===== config.mk =====
export PLATFORM = sky130hd
export DESIGN_NAME = reg_file_sb_flat
export DESIGN_NICKNAME = d
export VERILOG_FILES = /design/src/rtl/reg_file_sb_if.sv /design/src/rtl/reg_file_sb.sv /design/src/flat_wrapper.sv
export SDC_FILE = /design/constraint.sdc
export NUM_CORES = 1
export LEC_CHECK = 0
export CORE_AREA = 8 8 153 155
export CTS_CLUSTER_DIAMETER = 30
export DETAILED_ROUTE_END_ITERATION = 6
export DIE_AREA = 0 0 161 163
export GPL_ROUTABILITY_DRIVEN = 0
export GPL_TIMING_DRIVEN = 0
export HOLD_SLACK_MARGIN = 0.05
export SETUP_SLACK_MARGIN = 0.4
export SYNTH_ARGS = -nofsm -noshare
export SYNTH_HDL_FRONTEND = slang
export SYNTH_SLANG_ARGS = --single-unit

===== constraint.sdc =====
create_clock -name clk -period 2.6 [get_ports clk]
set_input_delay 0.52 -clock clk [delete_from_list [all_inputs] [get_ports clk]]
set_output_delay 0.52 -clock clk [all_outputs]
set_load 0.005 [all_outputs]

===== src/rtl/reg_file_sb_if.sv =====
// Decode/writeback-side bundle for the scoreboarded register file.
// master: pipeline side driving addresses and commands; slave: the register file.
interface reg_file_sb_if #(
    parameter int unsigned DATA_W = 16,
    parameter int unsigned ADDR_W = 3
) ();
    logic [ADDR_W-1:0] rs;
    logic [ADDR_W-1:0] rt;
    logic [ADDR_W-1:0] rd;
    logic [DATA_W-1:0] reg_write_data;
    logic              reg_write;
    logic [DATA_W-1:0] read_data_1;
    logic [DATA_W-1:0] read_data_2;
    logic              mark_busy;
    logic [ADDR_W-1:0] mark_addr;
    logic              rs_busy;
    logic              rt_busy;
    logic              clr_req;
    logic              clr_busy;

    modport master (
        output rs, rt, rd, reg_write_data, reg_write, mark_busy, mark_addr, clr_req,
        input  read_data_1, read_data_2, rs_busy, rt_busy, clr_busy
    );

    modport slave (
        input  rs, rt, rd, reg_write_data, reg_write, mark_busy, mark_addr, clr_req,
        output read_data_1, read_data_2, rs_busy, rt_busy, clr_busy
    );
endinterface


===== src/rtl/reg_file_sb.sv =====
// Register file with write-to-read bypass, optional hardwired zero register,
// per-entry busy scoreboard and a one-entry-per-clock clear sweep.
module reg_file_sb #(
    parameter int unsigned DATA_W   = 16,
    parameter int unsigned ADDR_W   = 3,
    parameter bit          ZERO_REG = 1'b1,
    parameter bit          BYPASS   = 1'b1
) (
    input logic          clk,
    input logic          rst_n,
    reg_file_sb_if.slave bus
);
    localparam int unsigned DEPTH = 1 << ADDR_W;

    typedef enum logic {StIdle, StSweep} state_e;

    state_e                        state_q, state_d;
    logic [ADDR_W-1:0]             cnt_q, cnt_d;
    logic [DEPTH-1:0][DATA_W-1:0]  mem_q, mem_d;
    logic [DEPTH-1:0]              busy_q, busy_d;

    logic is_idle;
    logic commit;
    logic mark;
    logic fwd_rs;
    logic fwd_rt;

    // Qualified write/mark strobes; commit is gated by reset so outputs stay 0 in reset.
    always_comb begin
        is_idle = (state_q == StIdle);
        commit  = rst_n & bus.reg_write & is_idle & ~(ZERO_REG && (bus.rd == '0));
        mark    = bus.mark_busy & is_idle & ~(ZERO_REG && (bus.mark_addr == '0));
        fwd_rs  = BYPASS && commit && (bus.rd == bus.rs);
        fwd_rt  = BYPASS && commit && (bus.rd == bus.rt);
    end

    // Combinational read ports and busy lookups; forwarding only ever happens in IDLE.
    always_comb begin
        if (ZERO_REG && (bus.rs == '0)) begin
            bus.read_data_1 = '0;
        end else if (fwd_rs) begin
            bus.read_data_1 = bus.reg_write_data;
        end else begin
            bus.read_data_1 = mem_q[bus.rs];
        end

        if (ZERO_REG && (bus.rt == '0)) begin
            bus.read_data_2 = '0;
        end else if (fwd_rt) begin
            bus.read_data_2 = bus.reg_write_data;
        end else begin
            bus.read_data_2 = mem_q[bus.rt];
        end

        bus.rs_busy  = busy_q[bus.rs] & ~fwd_rs;
        bus.rt_busy  = busy_q[bus.rt] & ~fwd_rt;
        bus.clr_busy = (state_q == StSweep);
    end

    // Next-state for array, scoreboard and clear sequencer.
    always_comb begin
        state_d = state_q;
        cnt_d   = cnt_q;
        mem_d   = mem_q;
        busy_d  = busy_q;

        case (state_q)
            StIdle: begin
                if (commit) begin
                    mem_d[bus.rd]  = bus.reg_write_data;
                    busy_d[bus.rd] = 1'b0;
                end
                // A new producer supersedes the one retiring this cycle.
                if (mark) begin
                    busy_d[bus.mark_addr] = 1'b1;
                end
                if (bus.clr_req) begin
                    state_d = StSweep;
                    cnt_d   = '0;
                    busy_d  = '0;
                end
            end
            StSweep: begin
                mem_d[cnt_q] = '0;
                busy_d       = '0;
                cnt_d        = cnt_q + ADDR_W'(1);
                if (cnt_q == ADDR_W'(DEPTH - 1)) begin
                    state_d = StIdle;
                end
            end
            default: begin
                state_d = StIdle;
            end
        endcase
    end

    // State registers with asynchronous active-low reset.
    always_ff @(posedge clk or negedge rst_n) begin
        if (!rst_n) begin
            state_q <= StIdle;
            cnt_q   <= '0;
            mem_q   <= '0;
            busy_q  <= '0;
        end else begin
            state_q <= state_d;
            cnt_q   <= cnt_d;
            mem_q   <= mem_d;
            busy_q  <= busy_d;
        end
    end
endmodule


===== src/flat_wrapper.sv =====
// flat-port wrapper written by rule: the top's interface ports become plain ports
module reg_file_sb_flat 
#(
    parameter int unsigned DATA_W   = 16,
    parameter int unsigned ADDR_W   = 3,
    parameter bit          ZERO_REG = 1'b1,
    parameter bit          BYPASS   = 1'b1
)
  (clk, rst_n, bus_rs, bus_rt, bus_rd, bus_reg_write_data, bus_reg_write, bus_mark_busy, bus_mark_addr, bus_clr_req, bus_read_data_1, bus_read_data_2, bus_rs_busy, bus_rt_busy, bus_clr_busy);
  reg_file_sb_if #(.DATA_W(DATA_W), .ADDR_W(ADDR_W)) bus_i ();
  input logic clk;
  input logic rst_n;
  input wire logic [$bits(bus_i.rs)-1:0] bus_rs;
  input wire logic [$bits(bus_i.rt)-1:0] bus_rt;
  input wire logic [$bits(bus_i.rd)-1:0] bus_rd;
  input wire logic [$bits(bus_i.reg_write_data)-1:0] bus_reg_write_data;
  input wire logic [$bits(bus_i.reg_write)-1:0] bus_reg_write;
  input wire logic [$bits(bus_i.mark_busy)-1:0] bus_mark_busy;
  input wire logic [$bits(bus_i.mark_addr)-1:0] bus_mark_addr;
  input wire logic [$bits(bus_i.clr_req)-1:0] bus_clr_req;
  output wire logic [$bits(bus_i.read_data_1)-1:0] bus_read_data_1;
  output wire logic [$bits(bus_i.read_data_2)-1:0] bus_read_data_2;
  output wire logic [$bits(bus_i.rs_busy)-1:0] bus_rs_busy;
  output wire logic [$bits(bus_i.rt_busy)-1:0] bus_rt_busy;
  output wire logic [$bits(bus_i.clr_busy)-1:0] bus_clr_busy;
  assign bus_i.rs = bus_rs;
  assign bus_i.rt = bus_rt;
  assign bus_i.rd = bus_rd;
  assign bus_i.reg_write_data = bus_reg_write_data;
  assign bus_i.reg_write = bus_reg_write;
  assign bus_i.mark_busy = bus_mark_busy;
  assign bus_i.mark_addr = bus_mark_addr;
  assign bus_i.clr_req = bus_clr_req;
  assign bus_read_data_1 = bus_i.read_data_1;
  assign bus_read_data_2 = bus_i.read_data_2;
  assign bus_rs_busy = bus_i.rs_busy;
  assign bus_rt_busy = bus_i.rt_busy;
  assign bus_clr_busy = bus_i.clr_busy;
  reg_file_sb #(.DATA_W(DATA_W), .ADDR_W(ADDR_W), .ZERO_REG(ZERO_REG), .BYPASS(BYPASS)) u_core (.clk(clk), .rst_n(rst_n), .bus(bus_i));
endmodule

==> impl_metrics.toml, run 1 <==
[yosys]
synth_top_cell_area_share_pct = 43.8
synth.net_count = 620
syn_area_per_cell_um2 = 13.7
synth_top_cell_by_area = "dfrtp_1"
synthTopCellsByArea = "dfrtp_1, mux4_2, a22o_1"
yosysWarnings = 0
syn_area_mm2 = 0.00800
synth-edff-count = 0
ys_ff_latch = 140
async_reset_ff_share_pct = 100
synth_cell_types = 44
synth_flop_cell = "dfrtp_1"
synth.yosys.seq_area_share_pct = 43.8
syn_inst = 585

[floorplanning]
dieWidth_um = 161
start_util_pct = 38.4
fp.coreArea_mm2 = 0.0208
die-area_mm2 = 0.0262
num_rows = 53
fp.dieH_um = 163
ioPinCount = 68

[route]
routed.top_layer = "met4"
drc = 0
first_pass_iters = 5
vias_per_cell = 6.48
ant_nets = 0
drt_wl_total_mm = 27.0
wl_met1_mm = 11.2
vias = 6283
drtIter0Drc = 633
wl_met3_mm = 2.43
wl_met2_mm = 12.4
wl_per_cell_um = 27.8

[layout]
synthToLayoutAreaGrowth_pct = 28.0
fin_area_mm2 = 0.0102
fillers = 1803
post-route-util_pct = 49.2
multi_input_area_mm2 = 0.00447
seqCellArea_mm2 = 0.00350
layout-drive-gt1-share_pct = 42.3
diodes = 0
nets = 717

[setup_path]
cp_slowest_cell = "dfrtp_2"
worstPathArrival_ps = 2090
path_cells = "and3b_2 > o211ai_1 > buf_6 > buf_6 > buf_6 > o21ai_2 > o311a_1 > buf_2"
cp.required_ps = 2080
crit_buf_inv = 4
crit_path_max_incr_delay_ps = 400
cpLargestDelayFamily = "buffers and inverters"
path_class = "flop to primary output"
crit_fanout = 8
cp-start-kind = "flop"
crit_path_end_kind = "primary output"
cpMostUsedCell = "buf_6"

[placed_design]
port-buffer-count = 44
hpwl_mm = 17.8
placedInstanceArea_mm2 = 0.00883

[cts]
insertion_delay_ps = 430
cts_buffer_depth = 2
cts_sinks = 140
ctsRootBufferMaster = "clkbuf_16"
numCtsBuffers = 17
cts_tree = "built"
cts_max_level = 4
clkTransAtPathRegs_ps = 60

[global_routing]
grtUsageTotal_pct = 21.2
grt_pass1_wl_mm = 42.1
grt_remaining_overflow = 0
grt_max_degree = 81
grt_pass1_vias = 6826
antenna_found_initial = 0

[outcome]
status = "complete, but fails checks"
failed_checks = "setup timing"

[flow_run]
drv_cap = 0

[min_path]
min_path_type = "input port to asynchronous set/reset pin"

[power_and_ir_drop]
power.internal_mw = 5.08
switching_share_pct = 32.0
cellPowerDensity_mw_per_mm2 = 729
peakVddDrop_mv = 0.371
pwr-share-clk_pct = 35.9
power_frac_comb_pct = 27.7
share_seq_of_total_power_pct = 36.5
p_total_mw = 7.46
net-switching-power_mw = 2.38
p_leak_nw = 4.51

[timing]
setup_tns_ps = -14.3
fin_skew_ps = 6.54
slew-limit-headroom_pct = 57.3
rsz0062_at_grt = "true"
slew_violations = 0
finalHoldViolations = 0
fin_ws_ps = -14.3
setup_violations = 1
period_needed_ps = 2610
finalCritPeriodShare_pct = 101
tightestPinTransition_ps = 640
max_freq_ghz = 0.383
[power by group through the flow]
| stage | Combinational, mW | Clock [mW] | Sequential, mW |
|---|---|---|---|
| after global routing | 2.18 | 2.81 | 2.76 |
| after floorplan | 1.21 | 0 | 2.68 |
| after CTS | 2.01 | 2.70 | 2.72 |
| after global placement | 1.82 | 0 | 2.74 |
| final | 2.06 | 2.68 | 2.72 |
| after detailed placement | 1.87 | 0 | 2.77 |
[routing by layer]
metal | global-route usage [%] | up-vias
met5 | 0 | -
met2 | 32.1 | 381
met1 | 28.4 | 3275
met3 | 5.43 | 74
li1 | - | 2553
met4 | 8.92 | 0
[worst paths after layout]
kind                                startpoint                  to  depth (start not counted)  slack, ps
min in group clk             u_core.mem_q[115]   u_core.mem_q[115]                          1        520
max reg2reg                u_core.bus.clr_busy    u_core.mem_q[38]                          6        490
min                                      rst_n    u_core.mem_q[46]                          2         60
max                        u_core.bus.clr_busy  bus_read_data_1[3]                          8        -10
min reg2reg                  u_core.mem_q[115]   u_core.mem_q[115]                          1        520
max in group asynchronous                rst_n    u_core.mem_q[55]                          2       2110
[layout by cell type (no fill, tap or decap), types with 4 or more instances in the layout]
master,instances
a21oi_2,4
mux2i_1,30
a21oi_1,6
buf_6,18
nor2_1,5
clkbuf_1,4
buf_4,32
buf_2,44
mux4_2,68
nor2_4,5
a22o_1,114
dfrtp_1,139
nand2_1,4
a31oi_4,4
buf_12,12
a21oi_4,12
o21ai_2,9
nor3_4,4
o311a_1,12
bufinv_16,5
o311a_4,4
o21ai_0,6
clkinv_2,5
nor2b_1,20
o31ai_2,10
clkdlybuf4s50_1,6
clkbuf_16,18
o21ai_1,4
buf_1,17
nand2b_1,10
clkbuf_4,4
[flip-flops by register name, summed over array words and instances, names as in the netlist]
| signal | count |
|---|---|
| u_core.bus.clr_busy | 1 |
| u_core.cnt_q | 3 |
| u_core.mem_q | 128 |
| u_core.busy_q | 8 |
[layout make-up]
type | count | area share (%)
clock inverter | 13 | 1.93
timing repair buffer | 78 | 7.09
clock buffer | 19 | 4.23
sequential | 140 | 34.2
inverter | 2 | 0.0733
multi-input combinational | 373 | 43.6
buffer | 70 | 5.46
tap | 275 | 3.36
[cells by family after synthesis]
logic type,count (synthesis),synth area share (%)
AO/OA/AOI/OAI,200,21.5
XOR/XNOR,2,0.313
adder cells (fa/ha/maj),2,0.313
buffers and inverters,72,4.55
flip-flops,140,43.8
multiplexers,103,23.5
AND/OR/NAND/NOR,66,5.91
[metrics by stage]
stage | instances | hold WS [ps] | setup slack [ps]
global route | 970 | 59.4 | -104
finish | 970 | 64.4 | -14.3
detailed placement | 905 | 501 | -1020
CTS | 964 | 55.6 | -7.00
floorplan | 585 | 224 | 407
global placement | 904 | 494 | -5900
[synth_stat cells (all sizes together) (4+ instances only)]
| cell | count |
|---|---|
| a21oi | 22 |
| o311a | 16 |
| nand2b | 10 |
| a31oi | 4 |
| clkbuf | 11 |
| a22o | 114 |
| o21ai | 21 |
| nand2 | 4 |
| mux2i | 34 |
| nand3 | 4 |
| buf | 59 |
| mux4 | 68 |
| nor3 | 4 |
| o31ai | 14 |
| dfrtp | 140 |
| nor2b | 20 |
| nor2 | 12 |
[repair_timing]
action	in CTS	in global routing
setup buffers	22	6
hold endpoints to repair	28	0
hold buffers	1	0
resized for setup	259	27
pin swaps	11	8
gates cloned	4	0
endpoints found under the setup margin	37	47
(Power assumes the default switching activity.)
==> run 2: changes to the inputs <==
Settings changed: MAX_ROUTING_LAYER from default to met4.
==> impl_metrics.toml, run 2 (same netlist as run 1, synthesis figures left out) <==
[cts]
ctsRootBufferMaster = "clkbuf_16"
insertion_delay_ps = 430
cts_max_level = 4
numCtsBuffers = 17
clkTransAtPathRegs_ps = 60
cts_buffer_depth = 2
cts_sinks = 140
cts_tree = "built"

[route]
ant_nets = 0
drt_wl_total_mm = 27.1
drtIter0Drc = 586
wl_per_cell_um = 27.9
vias_per_cell = 6.48
first_pass_iters = 5
drc = 0
vias = 6288

[global_routing]
grt_max_degree = 81
grtUsageTotal_pct = 21.8
grt_pass1_wl_mm = 42.1
grt_pass1_vias = 6817
antenna_found_initial = 0
grt_remaining_overflow = 0

[timing]
slew-limit-headroom_pct = 58.2
tightestPinTransition_ps = 627
finalCritPeriodShare_pct = 100
fin_skew_ps = 8.31
rsz0062_at_grt = "true"
fin_ws_ps = -9.07
finalHoldViolations = 0
max_freq_ghz = 0.383
period_needed_ps = 2610
setup_violations = 1
slew_violations = 0

[power_and_ir_drop]
share_seq_of_total_power_pct = 36.5
p_total_mw = 7.46
pwr-share-clk_pct = 35.9
net-switching-power_mw = 2.38
p_leak_nw = 4.51
power.internal_mw = 5.08
peakVddDrop_mv = 0.373
switching_share_pct = 31.9
cellPowerDensity_mw_per_mm2 = 728
power_frac_comb_pct = 27.6

[flow_run]
drv_cap = 0

[placed_design]
hpwl_mm = 17.8
pre_cts_slack_ps = -1020
port-buffer-count = 44

[layout]
final_common_cell = "dfrtp_1"
mostFrequentLayoutCells = "dfrtp_1, a22o_1, mux4_2"
nets = 717
synthToLayoutAreaGrowth_pct = 28.1
layout-drive-gt1-share_pct = 42.3
top_regs = "u_core.mem_q x128, u_core.busy_q x8, u_core.cnt_q x3"
regMostFlops = "u_core.mem_q"
largest_reg_flops = 128

[floorplanning]
fp.coreArea_mm2 = 0.0208
ioPinCount = 68
num_rows = 53
fp.dieH_um = 163
die-area_mm2 = 0.0262
dieWidth_um = 161
start_util_pct = 38.4

[setup_path]
path_class = "flop to primary output"
worstPathArrival_ps = 2090
crit_path_end_kind = "primary output"
cp-start-kind = "flop"
reg2regPathDepth = 5
cp.required_ps = 2080
crit_fanout = 8

[min_path]
min_path_type = "input port to asynchronous set/reset pin"

[outcome]
status = "complete, but fails checks"
failed_checks = "setup timing"
==> run 2: cell types whose count changed in the layout (fill, tap and decap cells not counted), sizes merged <==
cell,delta
diode,+1
==> run 2: cell type report <==
class | count | area (um^2)
Clock buffer | 19 | 433
Fill cell | 1803 | 10600
Multi-Input combinational cell | 373 | 4470
Antenna cell | 1 | 2.50
Inverter | 2 | 7.51
Clock inverter | 13 | 198
Sequential cell | 140 | 3500
Timing Repair Buffer | 78 | 726
Buffer | 70 | 559
Tap cell | 275 | 344
==> run 2: power groups by stage <==
| stage | sequential [mW] | combinational (mW) | clock (mW) |
|---|---|---|---|
| after floorplan | 2.68 | 1.21 | 0 |
| after global placement | 2.74 | 1.82 | 0 |
| after detailed placement | 2.77 | 1.87 | 0 |
| after CTS | 2.72 | 2.01 | 2.70 |
| after global routing | 2.76 | 2.17 | 2.81 |
| final | 2.72 | 2.06 | 2.68 |
==> run 2: repair_timing <==
action                                  4_1_cts  5_1_grt
gates resized for setup                     259       27
hold endpoints to repair                     28        0
setup buffers                                22        6
cloned                                        4        0
pin swaps                                    11        8
hold buffers                                  1        0
endpoints found under the setup margin       37       47
==> run 2: stage by stage <==
step / TNS (ps) / hold slack, ps / instances / instance area (um^2) / util, %
after floorplan: 0 / 224 / 585 / 8020 / -
after global placement: -1457620 / 494 / 904 / 8800 / 42.3
after detailed placement: -30050 / 501 / 905 / 8830 / 42.4
after CTS: -7.00 / 55.6 / 964 / 10100 / 48.3
after global routing: -575 / 56.6 / 970 / 10200 / 49.2
final: -9.07 / 60.3 / 971 / 10200 / 49.2
==> run 2: critical path: stages (launching register included) <==
cell      delay, ps
dfrtp_2         400
and3b_2         270
o211ai_1        130
buf_6           190
buf_6           140
buf_6           120
o21ai_2         100
o311a_1         180
buf_2           120
==> run 2: layer usage <==
layer	part of all wire, %	track usage (%)	wire length (um)	up-vias
li1	-	-	-	2552
met1	43	28.8	11600	3318
met2	46	31.8	12400	345
met3	7.7	5.08	2100	73
met4	3.7	9.43	994	0
met5	0	-	0	-
==> run 2: worst paths after layout <==
| kind | start | to | slack (ps) |
|---|---|---|---|
| worst min-delay path | rst_n | u_core.mem_q[75] | 60 |
| min in group clk | u_core.mem_q[89] | u_core.mem_q[89] | 520 |
| worst max-delay path | u_core.bus.clr_busy | bus_read_data_1[3] | -9 |
| max in group asynchronous | rst_n | u_core.mem_q[19] | 2110 |
| worst max register to register | u_core.bus.clr_busy | u_core.mem_q[119] | 500 |
| worst min register to register | u_core.mem_q[89] | u_core.mem_q[89] | 520 |
==> run 3: changes to the inputs <==
Settings changed: CTS_CLUSTER_SIZE from default to 28, SKIP_LAST_GASP from default to 1, SLEW_MARGIN from default to 25.
==> impl_metrics.toml, run 3 (same netlist as run 1, synthesis figures left out) <==
[setup_path]
crit_path_max_incr_delay_ps = 400
path_cells = "and3b_2 > buf_6 > o211ai_4 > or2_1 > buf_6 > buf_12 > a21oi_4 > buf_2"
path_class = "flop to primary output"
cp.required_ps = 2080
cpMostUsedCell = "buf_6"
reg2regPathDepth = 6
crit_fanout = 7
crit_path_end_kind = "primary output"
r2r_setup_slack_ps = 460
worstPathArrival_ps = 2120
cp-start-kind = "flop"
cp_slowest_cell = "dfrtp_2"

[floorplanning]
fp.dieH_um = 163
start_util_pct = 38.4
fp.coreArea_mm2 = 0.0208
die-area_mm2 = 0.0262
dieWidth_um = 161
ioPinCount = 68
num_rows = 53

[cts]
cts_max_level = 4
cts_buffer_depth = 2
cts_tree = "built"
insertion_delay_ps = 440
cts_sinks = 140
numCtsBuffers = 17
clkTransAtPathRegs_ps = 60
ctsRootBufferMaster = "clkbuf_16"

[layout]
fin_area_mm2 = 0.0103
diodes = 0
final_cells = 968
synthToLayoutAreaGrowth_pct = 29.1
mostFrequentLayoutCells = "dfrtp_1, a22o_1, mux4_2"
largest_reg_flops = 128
post-route-util_pct = 49.6
top_regs = "u_core.mem_q x128, u_core.busy_q x8, u_core.cnt_q x3"
nets = 715
regMostFlops = "u_core.mem_q"
layout-drive-gt1-share_pct = 42.7
final_common_cell = "dfrtp_1"

[placed_design]
placedInstanceArea_mm2 = 0.00883
port-buffer-count = 44
dp_cells = 905
pre_cts_slack_ps = -1030
hpwl_mm = 17.8

[min_path]
min_path_type = "input port to asynchronous set/reset pin"

[timing]
setup_violations = 5
setup_tns_ps = -91.7
max_freq_ghz = 0.378
rsz0062_at_grt = "true"
finalHoldViolations = 0
slew-limit-headroom_pct = 56.7
slew_violations = 0
fin_skew_ps = 10.8
tightestPinTransition_ps = 647
holdWs_ps = 68.0
finalCritPeriodShare_pct = 102
fin_ws_ps = -42.4
period_needed_ps = 2640

[route]
drt_wl_total_mm = 27.3
drc = 0
vias_per_cell = 6.52
ant_nets = 0
drtIter0Drc = 671
vias = 6310
first_pass_iters = 5
wl_per_cell_um = 28.2

[flow_run]
drv_cap = 0

[global_routing]
antenna_found_initial = 0
grt_remaining_overflow = 0
grt_pass1_vias = 6750
grt_pass1_wl_mm = 41.8
grtUsageTotal_pct = 21.6
grt_max_degree = 80

[outcome]
failed_checks = "setup timing"
status = "complete, but fails checks"

[power_and_ir_drop]
p_total_mw = 7.68
cellPowerDensity_mw_per_mm2 = 744
p_leak_nw = 4.55
peakVddDrop_mv = 0.340
## run 3: layer usage
| layer | share of wire (%) | track usage, % | up-vias |
|---|---|---|---|
| met5 | 0 | - | - |
| li1 | - | - | 2552 |
| met1 | 43 | 28.0 | 3318 |
| met3 | 7.5 | 5.33 | 73 |
| met4 | 3.3 | 8.46 | 0 |
| met2 | 46 | 32.3 | 367 |
## run 3: cell type report
cell class	instances	area [um^2]
buffer	70	557
clock buffer	22	484
clock inverter	10	209
fill	1757	10500
inverter	2	7.51
multi-input combinational	373	4460
sequential	140	3500
tap	275	344
timing repair buffer	76	762
## run 3: worst max-delay path, delay by kind of cell (launching register included)
family	cells	cell delay (ps)
buf+inv	4	560
simple gates	2	480
flops	1	400
compound gates	2	240
## run 3: path summary, 6_finish.rpt
path | endpoint | start
max | bus_read_data_2[5] | u_core.bus.clr_busy
min | u_core.mem_q[36] | rst_n
max reg2reg | u_core.mem_q[37] | u_core.bus.clr_busy
min reg2reg | u_core.mem_q[89] | u_core.mem_q[89]
max in group asynchronous | u_core.mem_q[13] | rst_n
min in group clk | u_core.mem_q[89] | u_core.mem_q[89]
## run 3: power breakdown
| part | total (mW) | switching (mW) | internal [mW] |
|---|---|---|---|
| clock | 2.89 | 0.984 | 1.90 |
| sequential | 2.72 | 0.272 | 2.45 |
| combinational | 2.07 | 1.13 | 0.941 |
| total | 7.68 | 2.38 | 5.29 |
## run 3: what timing repair did
| item | in CTS | in global routing |
|---|---|---|
| gates resized for setup | 249 | 36 |
| hold buffers | 2 | 0 |
| setup endpoints to repair | 44 | 45 |
| gates cloned | 5 | 1 |
| setup buffers | 14 | 9 |
| pin swaps | 11 | 15 |
| hold endpoints to repair | 33 | 0 |
